<file path="src/rtl/trigger_sequencer_pkg.sv">
// Shared encodings for the trigger sequencer: FSM states, acquisition modes, slopes.
package trigger_sequencer_pkg;

    typedef enum logic [2:0] {
        IDLE     = 3'd0,
        PREFILL  = 3'd1,
        ARMED    = 3'd2,
        POSTFILL = 3'd3,
        READY    = 3'd4
    } seq_state_e;

    localparam logic [1:0] MODE_AUTO   = 2'd0;
    localparam logic [1:0] MODE_NORMAL = 2'd1;
    localparam logic [1:0] MODE_SINGLE = 2'd2;
    localparam logic [1:0] MODE_STOP   = 2'd3;

    localparam logic SLOPE_RISING  = 1'b0;
    localparam logic SLOPE_FALLING = 1'b1;

endpackage

</file>
<file path="src/rtl/trigger_sequencer_detect.sv">
// Level/slope crossing detector with holdoff; emits the raw crossing and the registered isTrigger strobe.
module trigger_detect
    import trigger_sequencer_pkg::*;
#(
    parameter int DATA_BITS       = 12,
    parameter int HOLDOFF_SAMPLES = 16
) (
    input  logic                        clock,
    input  logic                        resetN,
    input  logic                        dataReady,
    input  logic signed [DATA_BITS-1:0] dataIn,
    input  logic signed [DATA_BITS-1:0] triggerLevel,
    input  logic                        triggerSlope,
    input  logic                        enable,
    output logic                        crossing,
    output logic                        holdoffOk,
    output logic                        isTrigger
);

    localparam int HW = $clog2(HOLDOFF_SAMPLES + 1);
    localparam logic [HW-1:0] HOLD_MAX  = HW'(HOLDOFF_SAMPLES);
    localparam logic [HW-1:0] HOLD_LAST = HW'(HOLDOFF_SAMPLES - 1);

    logic signed [DATA_BITS-1:0] prevSample;
    logic                        prevValid;
    logic [HW-1:0]               holdCount;
    logic                        holdActive;
    logic                        fire;

    always_comb begin
        crossing = 1'b0;
        if (dataReady && prevValid) begin
            if (triggerSlope == SLOPE_RISING)
                crossing = (prevSample < triggerLevel) && (dataIn >= triggerLevel);
            else
                crossing = (prevSample > triggerLevel) && (dataIn <= triggerLevel);
        end
    end

    // holdCount counts samples after the last strobe; the current sample makes it +1.
    // Until the first strobe there is nothing to hold off from.
    assign holdoffOk = !holdActive || (holdCount >= HOLD_LAST);
    assign fire      = crossing && holdoffOk && enable;

    always_ff @(posedge clock or negedge resetN) begin
        if (!resetN) begin
            prevSample <= '0;
            prevValid  <= 1'b0;
            holdCount  <= '0;
            holdActive <= 1'b0;
            isTrigger  <= 1'b0;
        end else begin
            isTrigger <= fire;
            if (dataReady) begin
                prevSample <= dataIn;
                prevValid  <= 1'b1;
                if (fire) begin
                    holdActive <= 1'b1;
                    holdCount  <= '0;
                end else if (holdCount != HOLD_MAX) begin
                    holdCount <= holdCount + 1'b1;
                end
            end
        end
    end

endmodule

</file>
<file path="src/rtl/trigger_sequencer.sv">
// Acquisition sequencer: drives the circular capture RAM with a pre/post-trigger split
// and hands each completed frame to the display via captureReady/displayDone.
module trigger_sequencer
    import trigger_sequencer_pkg::*;
#(
    parameter int DATA_BITS            = 12,
    parameter int ADDR_BITS            = 10,
    parameter int AUTO_TIMEOUT_SAMPLES = 500000,
    parameter int HOLDOFF_SAMPLES      = 16
) (
    input  logic                        clock,
    input  logic                        resetN,
    input  logic                        dataReady,
    input  logic signed [DATA_BITS-1:0] dataIn,
    input  logic signed [DATA_BITS-1:0] triggerLevel,
    input  logic                        triggerSlope,
    input  logic [1:0]                  triggerMode,
    input  logic [ADDR_BITS-1:0]        preTriggerCount,
    input  logic                        arm,
    input  logic                        displayDone,
    output logic                        isTrigger,
    output logic                        bufWriteEnable,
    output logic [ADDR_BITS-1:0]        bufWriteAddr,
    output logic [DATA_BITS-1:0]        bufWriteData,
    output logic [ADDR_BITS-1:0]        triggerAddr,
    output logic                        captureReady,
    output logic                        autoTriggered,
    output logic [2:0]                  seqState
);

    localparam int TW = $clog2(AUTO_TIMEOUT_SAMPLES + 1);
    localparam logic [TW-1:0]        TIMEOUT_LAST = TW'(AUTO_TIMEOUT_SAMPLES - 1);
    localparam logic [TW-1:0]        TIMEOUT_MAX  = TW'(AUTO_TIMEOUT_SAMPLES);
    localparam logic [ADDR_BITS-1:0] LAST_ADDR    = '1;

    seq_state_e state, nextState;

    logic [ADDR_BITS-1:0] writePtr, fillCount, preLatch, postLatch;
    logic [TW-1:0]        armedCount;
    logic crossing, holdoffOk, detectEnable;
    logic captureHit, timeoutHit, fillDone, postDone;
    logic sampleWrite, holdReady;

    trigger_detect #(
        .DATA_BITS      (DATA_BITS),
        .HOLDOFF_SAMPLES(HOLDOFF_SAMPLES)
    ) u_detect (
        .clock       (clock),
        .resetN      (resetN),
        .dataReady   (dataReady),
        .dataIn      (dataIn),
        .triggerLevel(triggerLevel),
        .triggerSlope(triggerSlope),
        .enable      (detectEnable),
        .crossing    (crossing),
        .holdoffOk   (holdoffOk),
        .isTrigger   (isTrigger)
    );

    // A zero pre/post length completes without waiting for a sample.
    assign captureHit = crossing && holdoffOk;
    assign timeoutHit = dataReady && (triggerMode == MODE_AUTO) && (armedCount >= TIMEOUT_LAST);
    assign fillDone   = (preLatch == '0)  || (dataReady && (fillCount == preLatch - 1'b1));
    assign postDone   = (postLatch == '0) || (dataReady && (fillCount == postLatch - 1'b1));

    always_ff @(posedge clock or negedge resetN) begin
        if (!resetN) state <= IDLE;
        else         state <= nextState;
    end

    always_comb begin
        nextState = state;
        if (triggerMode == MODE_STOP) begin
            nextState = IDLE;
        end else begin
            case (state)
                IDLE:     if (triggerMode != MODE_SINGLE || arm) nextState = PREFILL;
                PREFILL:  if (fillDone) nextState = ARMED;
                ARMED:    if (captureHit || timeoutHit) nextState = POSTFILL;
                POSTFILL: if (postDone) nextState = READY;
                READY:    if (displayDone)
                              nextState = (triggerMode == MODE_SINGLE) ? IDLE : PREFILL;
                default:  nextState = IDLE;
            endcase
        end
    end

    always_comb begin
        seqState     = state;
        detectEnable = (state != IDLE);
        sampleWrite  = dataReady && (triggerMode != MODE_STOP) &&
                       ((state == PREFILL) || (state == ARMED) || (state == POSTFILL));
        holdReady    = (state == READY) && (nextState == READY);
    end

    always_ff @(posedge clock or negedge resetN) begin
        if (!resetN) begin
            bufWriteEnable <= 1'b0;
            bufWriteAddr   <= '0;
            bufWriteData   <= '0;
            writePtr       <= '0;
            triggerAddr    <= '0;
            captureReady   <= 1'b0;
            autoTriggered  <= 1'b0;
            preLatch       <= '0;
            postLatch      <= '0;
            fillCount      <= '0;
            armedCount     <= '0;
        end else begin
            bufWriteEnable <= sampleWrite;
            if (sampleWrite) begin
                bufWriteAddr <= writePtr;
                bufWriteData <= dataIn;
                writePtr     <= writePtr + 1'b1;
            end
            // Registered one past READY entry so it follows the final write.
            captureReady <= holdReady;

            // preTriggerCount is ADDR_BITS wide, so it can never exceed DEPTH-1.
            if (state != PREFILL && nextState == PREFILL) begin
                preLatch  <= preTriggerCount;
                fillCount <= '0;
            end else if (state == ARMED && nextState == POSTFILL) begin
                triggerAddr   <= writePtr;
                autoTriggered <= !captureHit;
                postLatch     <= LAST_ADDR - preLatch;
                fillCount     <= '0;
            end else if (dataReady && (state == PREFILL || state == POSTFILL)) begin
                fillCount <= fillCount + 1'b1;
            end

            if (state != ARMED)
                armedCount <= '0;
            else if (dataReady && armedCount != TIMEOUT_MAX)
                armedCount <= armedCount + 1'b1;
        end
    end

endmodule

</file>
<file path="config.mk">
export PLATFORM = sky130hd
export DESIGN_NAME = trigger_sequencer
export DESIGN_NICKNAME = d
export VERILOG_FILES = /design/src/rtl/trigger_sequencer_pkg.sv /design/src/rtl/trigger_sequencer_detect.sv /design/src/rtl/trigger_sequencer.sv
export SDC_FILE = /design/constraint.sdc
export NUM_CORES = 1
export LEC_CHECK = 0
export BUFFER_PORTS_ARGS = -buffer_cell sky130_fd_sc_hd__buf_4
export CORE_MARGIN = 3
export CORE_UTILIZATION = 44
export DETAILED_ROUTE_END_ITERATION = 8
export PLACE_DENSITY = 0.72
export SLEW_MARGIN = 0
export SYNTH_ARGS = -nofsm -noshare
export SYNTH_HDL_FRONTEND = slang
export SYNTH_SLANG_ARGS = --single-unit
</file>
<file path="constraint.sdc">
create_clock -name clock -period 7.55 [get_ports clock]
set_input_delay 0.755 -clock clock [delete_from_list [all_inputs] [get_ports clock]]
set_output_delay 0.755 -clock clock [all_outputs]
set_load 0.05 [all_outputs]
</file>
==> results.ini <==
[yosys]
dominantRegCellSynth=dfrtp_1
syn_inst=616
synth_top_cell_by_area=dfrtp_1
synth_nets=692
synth.area.top_cells=dfrtp_1 45%, mux2_2 9.1%, ha_1 6.5%
synthTopCellsByCount=117 x dfrtp_1, 53 x mux2_2, 48 x nor2_1
yosysTopAreaCellShare_pct=44.7
synthesis.area_sq_um=6550
yosysMostFrequentCell=dfrtp_1
synth_cell_types=63
ys_ff_latch=117
yosysSeqAreaShare_pct=44.7
ys_warn_count=0
synth_edf_count=0
avgSynthCellArea_sq_um=10.6
async_flop_share_pct=100

[sta]
maxSlewHeadroom_pct=23.7
whs_ns=0.286
finalCriticalPeriod_ns=3.92
finalWorstSetupSlack_ns=3.63
fin_crit_sh_pct=51.9
fin_skew_ns=0.0120
finalMaxSlewViolations=0
worst_pin_slew_ns=1.14
rsz0062_at_grt=false
hold_viol=0
setup_viol_count_final=0
setup-tns-final_ns=0
fmax_mhz=255

[drt]
ant_nets=0
drc_errors=0
first_iter_violations=249
first_pass_iters=4
wl_mm=14.5
vias_per_cell=5.50
vias=4858
post_drt_wl_per_cell_um=16.4

[critical_path]
critPathMaxStageDelay_ns=0.98
cp_common_cell=a21oi_2
crit_arrival_ns=4.22
start_kind=flop
path_cells=inv_1 > ha_1 > nor4b_4 > xor2_1 > a22o_1 > a2111oi_2 > a21oi_2 > a21oi_2 > a41o_1 > mux2_2
crit_type=flop to flop
cp-end-kind=flop
cp_max_fo=27
crit_path_top_delay_cell=a41o_1
required_ns=7.85
cp.buffers_inverters=1
path_delay_family=compound AO/OA/AOI/OAI gates

[cells_and_area]
diodes=0
num-fill-cells=1216
nets=767
final_layout_size_suffix_gt1_share_pct=26.1
syn_to_final_growth_pct=20.0
final_core_util_pct=55.3
fin_area_sq_um=7850

[place]
dp_hpwl_mm=10.4
gp_congestion=0.876
io_buffers=80
place_ws_ns=3.43
placed_area_sq_um=7250

[pwr]
power.internal_mw=1.67
switching_share_pct=37.2
p_per_area_nw_per_um2=339
combPwrFrac_pct=33.2
switching_power_uw=991
power.leakage_nw=3.64
pwr-share-seq_pct=36.1
max-vdd-ir-drop_v=0.000252
clock_power_share_pct=30.7

[global_route]
busiest_layer=met2
antenna_found_initial=0
gr-usage-met1_pct=22.4
grtUsageMet2_pct=30.4
grt_pass1_vias=4974
gr-total-overflow=0
grt_pass1_wl_mm=24.2
track_usage_pct=18.4
met3_usage_pct=5.58
grt_max_degree=85

[floorplanning]
core_sq_um=14200
io_pins=81
initial_core_util_pct=46.1
die_x_um=128
dieHeight_um=128
die_area_sq_um=16400
core.rowCount=43

[clock_tree]
max-clock-path-buffers=2
cts.sinks=117
post_cts_buffers=0
clk_latency_ns=0.42
post_cts_resized=0
clk_pin_slew_ns=0.05
tritoncts=yes
cts_htree_levels=4
cts.root.buffer_cell=clkbuf_16
cts_inserted_buffers=17
ctsHoldBuffers=0

[worst_hold_path]
hp-class=primary input to async pin

[flow_run]
drv_cap=0

[outcome]
status=completed

## flip-flops by register name (all words and copies together) (netlist names)
register and count:
fillCount 10, postLatch 10, u_detect.holdActive 1, u_detect.holdCount 5
u_detect.prevSample 12, bufWriteEnable 1, u_detect.prevValid 1, autoTriggered 1
bufWriteData 12, captureReady 1, seqState 3, writePtr 10
u_detect.isTrigger 1, preLatch 10, triggerAddr 10, armedCount 19
bufWriteAddr 10
## logic make-up (layout without fill, tap and decap cells)
family	Yosys count	in the layout	synth area share, %
AOI/OAI and AO/OA	81	81	8.62
xor gates and xnor gates	65	65	8.70
adders and majority gates	34	34	6.50
buffers and inverters	61	149	4.09
DFF	117	117	44.7
muxes	69	69	11.9
and+or+nand+nor	189	189	15.5
## cell usage in the layout (no fill, tap or decap), drive strengths merged, types with 4 or more instances in the layout
master / count
nor3: 9
nor2b: 5
nor2: 48
ha: 34
nor4: 5
nand3: 22
and4: 4
dfrtp: 117
or3: 4
clkinvlp: 4
mux2i: 12
o21ai: 10
or2: 4
nand2: 31
xnor2: 36
clkbuf: 21
nand4: 13
mux2: 57
a21oi: 28
a31oi: 5
buf: 82
nand2b: 8
and3: 24
inv: 36
xor2: 29
## worst paths after layout
path / startpoint / endpoint / slack, ns / cells after the start
worst min-delay path: resetN / preLatch[3] / 0.29 / 1
worst max register to register: preLatch[0] / triggerAddr[1] / 3.63 / 10
worst max-delay path: preLatch[0] / triggerAddr[1] / 3.63 / 10
worst min register to register: u_detect.prevValid / u_detect.prevValid / 0.47 / 1
min in group clock: u_detect.prevValid / u_detect.prevValid / 0.47 / 1
max in group asynchronous: resetN / armedCount[4] / 5.87 / 2
## layout make-up
cell class / count / area (sq um) / share of cell area, %
Inverter: 35 / 131 / 1.67
Clock buffer: 21 / 450 / 5.74
Multi-Input combinational cell: 438 / 3350 / 42.7
Sequential cell: 117 / 2930 / 37.3
Tap cell: 180 / 225 / 2.87
Clock inverter: 11 / 151 / 1.93
Timing Repair Buffer: 82 / 616 / 7.84
## worst reg2reg max path, cell delays in order, from the launching register on
cell and delay (ns):
dfrtp_1 0.47, inv_1 0.09, ha_1 0.24, nor4b_4 0.47
xor2_1 0.12, a22o_1 0.21, a2111oi_2 0.47, a21oi_2 0.11
a21oi_2 0.21, a41o_1 0.98, mux2_2 0.43
## metal layers
metal  wire, um  vias to the layer above
li1           -                     2319
met1       6080                     2381
met2       7190                      125
met3        831                       33
met4        389                        0
met5          0                        -
## power groups by stage
| stage | sequential (mW) | clock (mW) | combinational, mW |
|---|---|---|---|
| 4_1_cts | 0.962 | 0.830 | 0.889 |
| 2_1_floorplan | 1.11 | 0 | 0.485 |
| 5_1_grt | 0.986 | 0.861 | 0.953 |
| 3_5_place_dp | 0.969 | 0 | 0.885 |
| 6_report | 0.962 | 0.819 | 0.884 |
| 3_3_place_gp | 0.962 | 0 | 0.864 |
## stage by stage
| step | total power [mW] | cells |
|---|---|---|
| 6_report | 2.67 | 884 |
| 5_1_grt | 2.80 | 884 |
| 4_1_cts | 2.68 | 884 |
| 3_5_place_dp | 1.85 | 852 |
| 3_3_place_gp | 1.83 | 852 |
| 2_1_floorplan | 1.60 | 616 |
(Power assumes the default switching activity.)
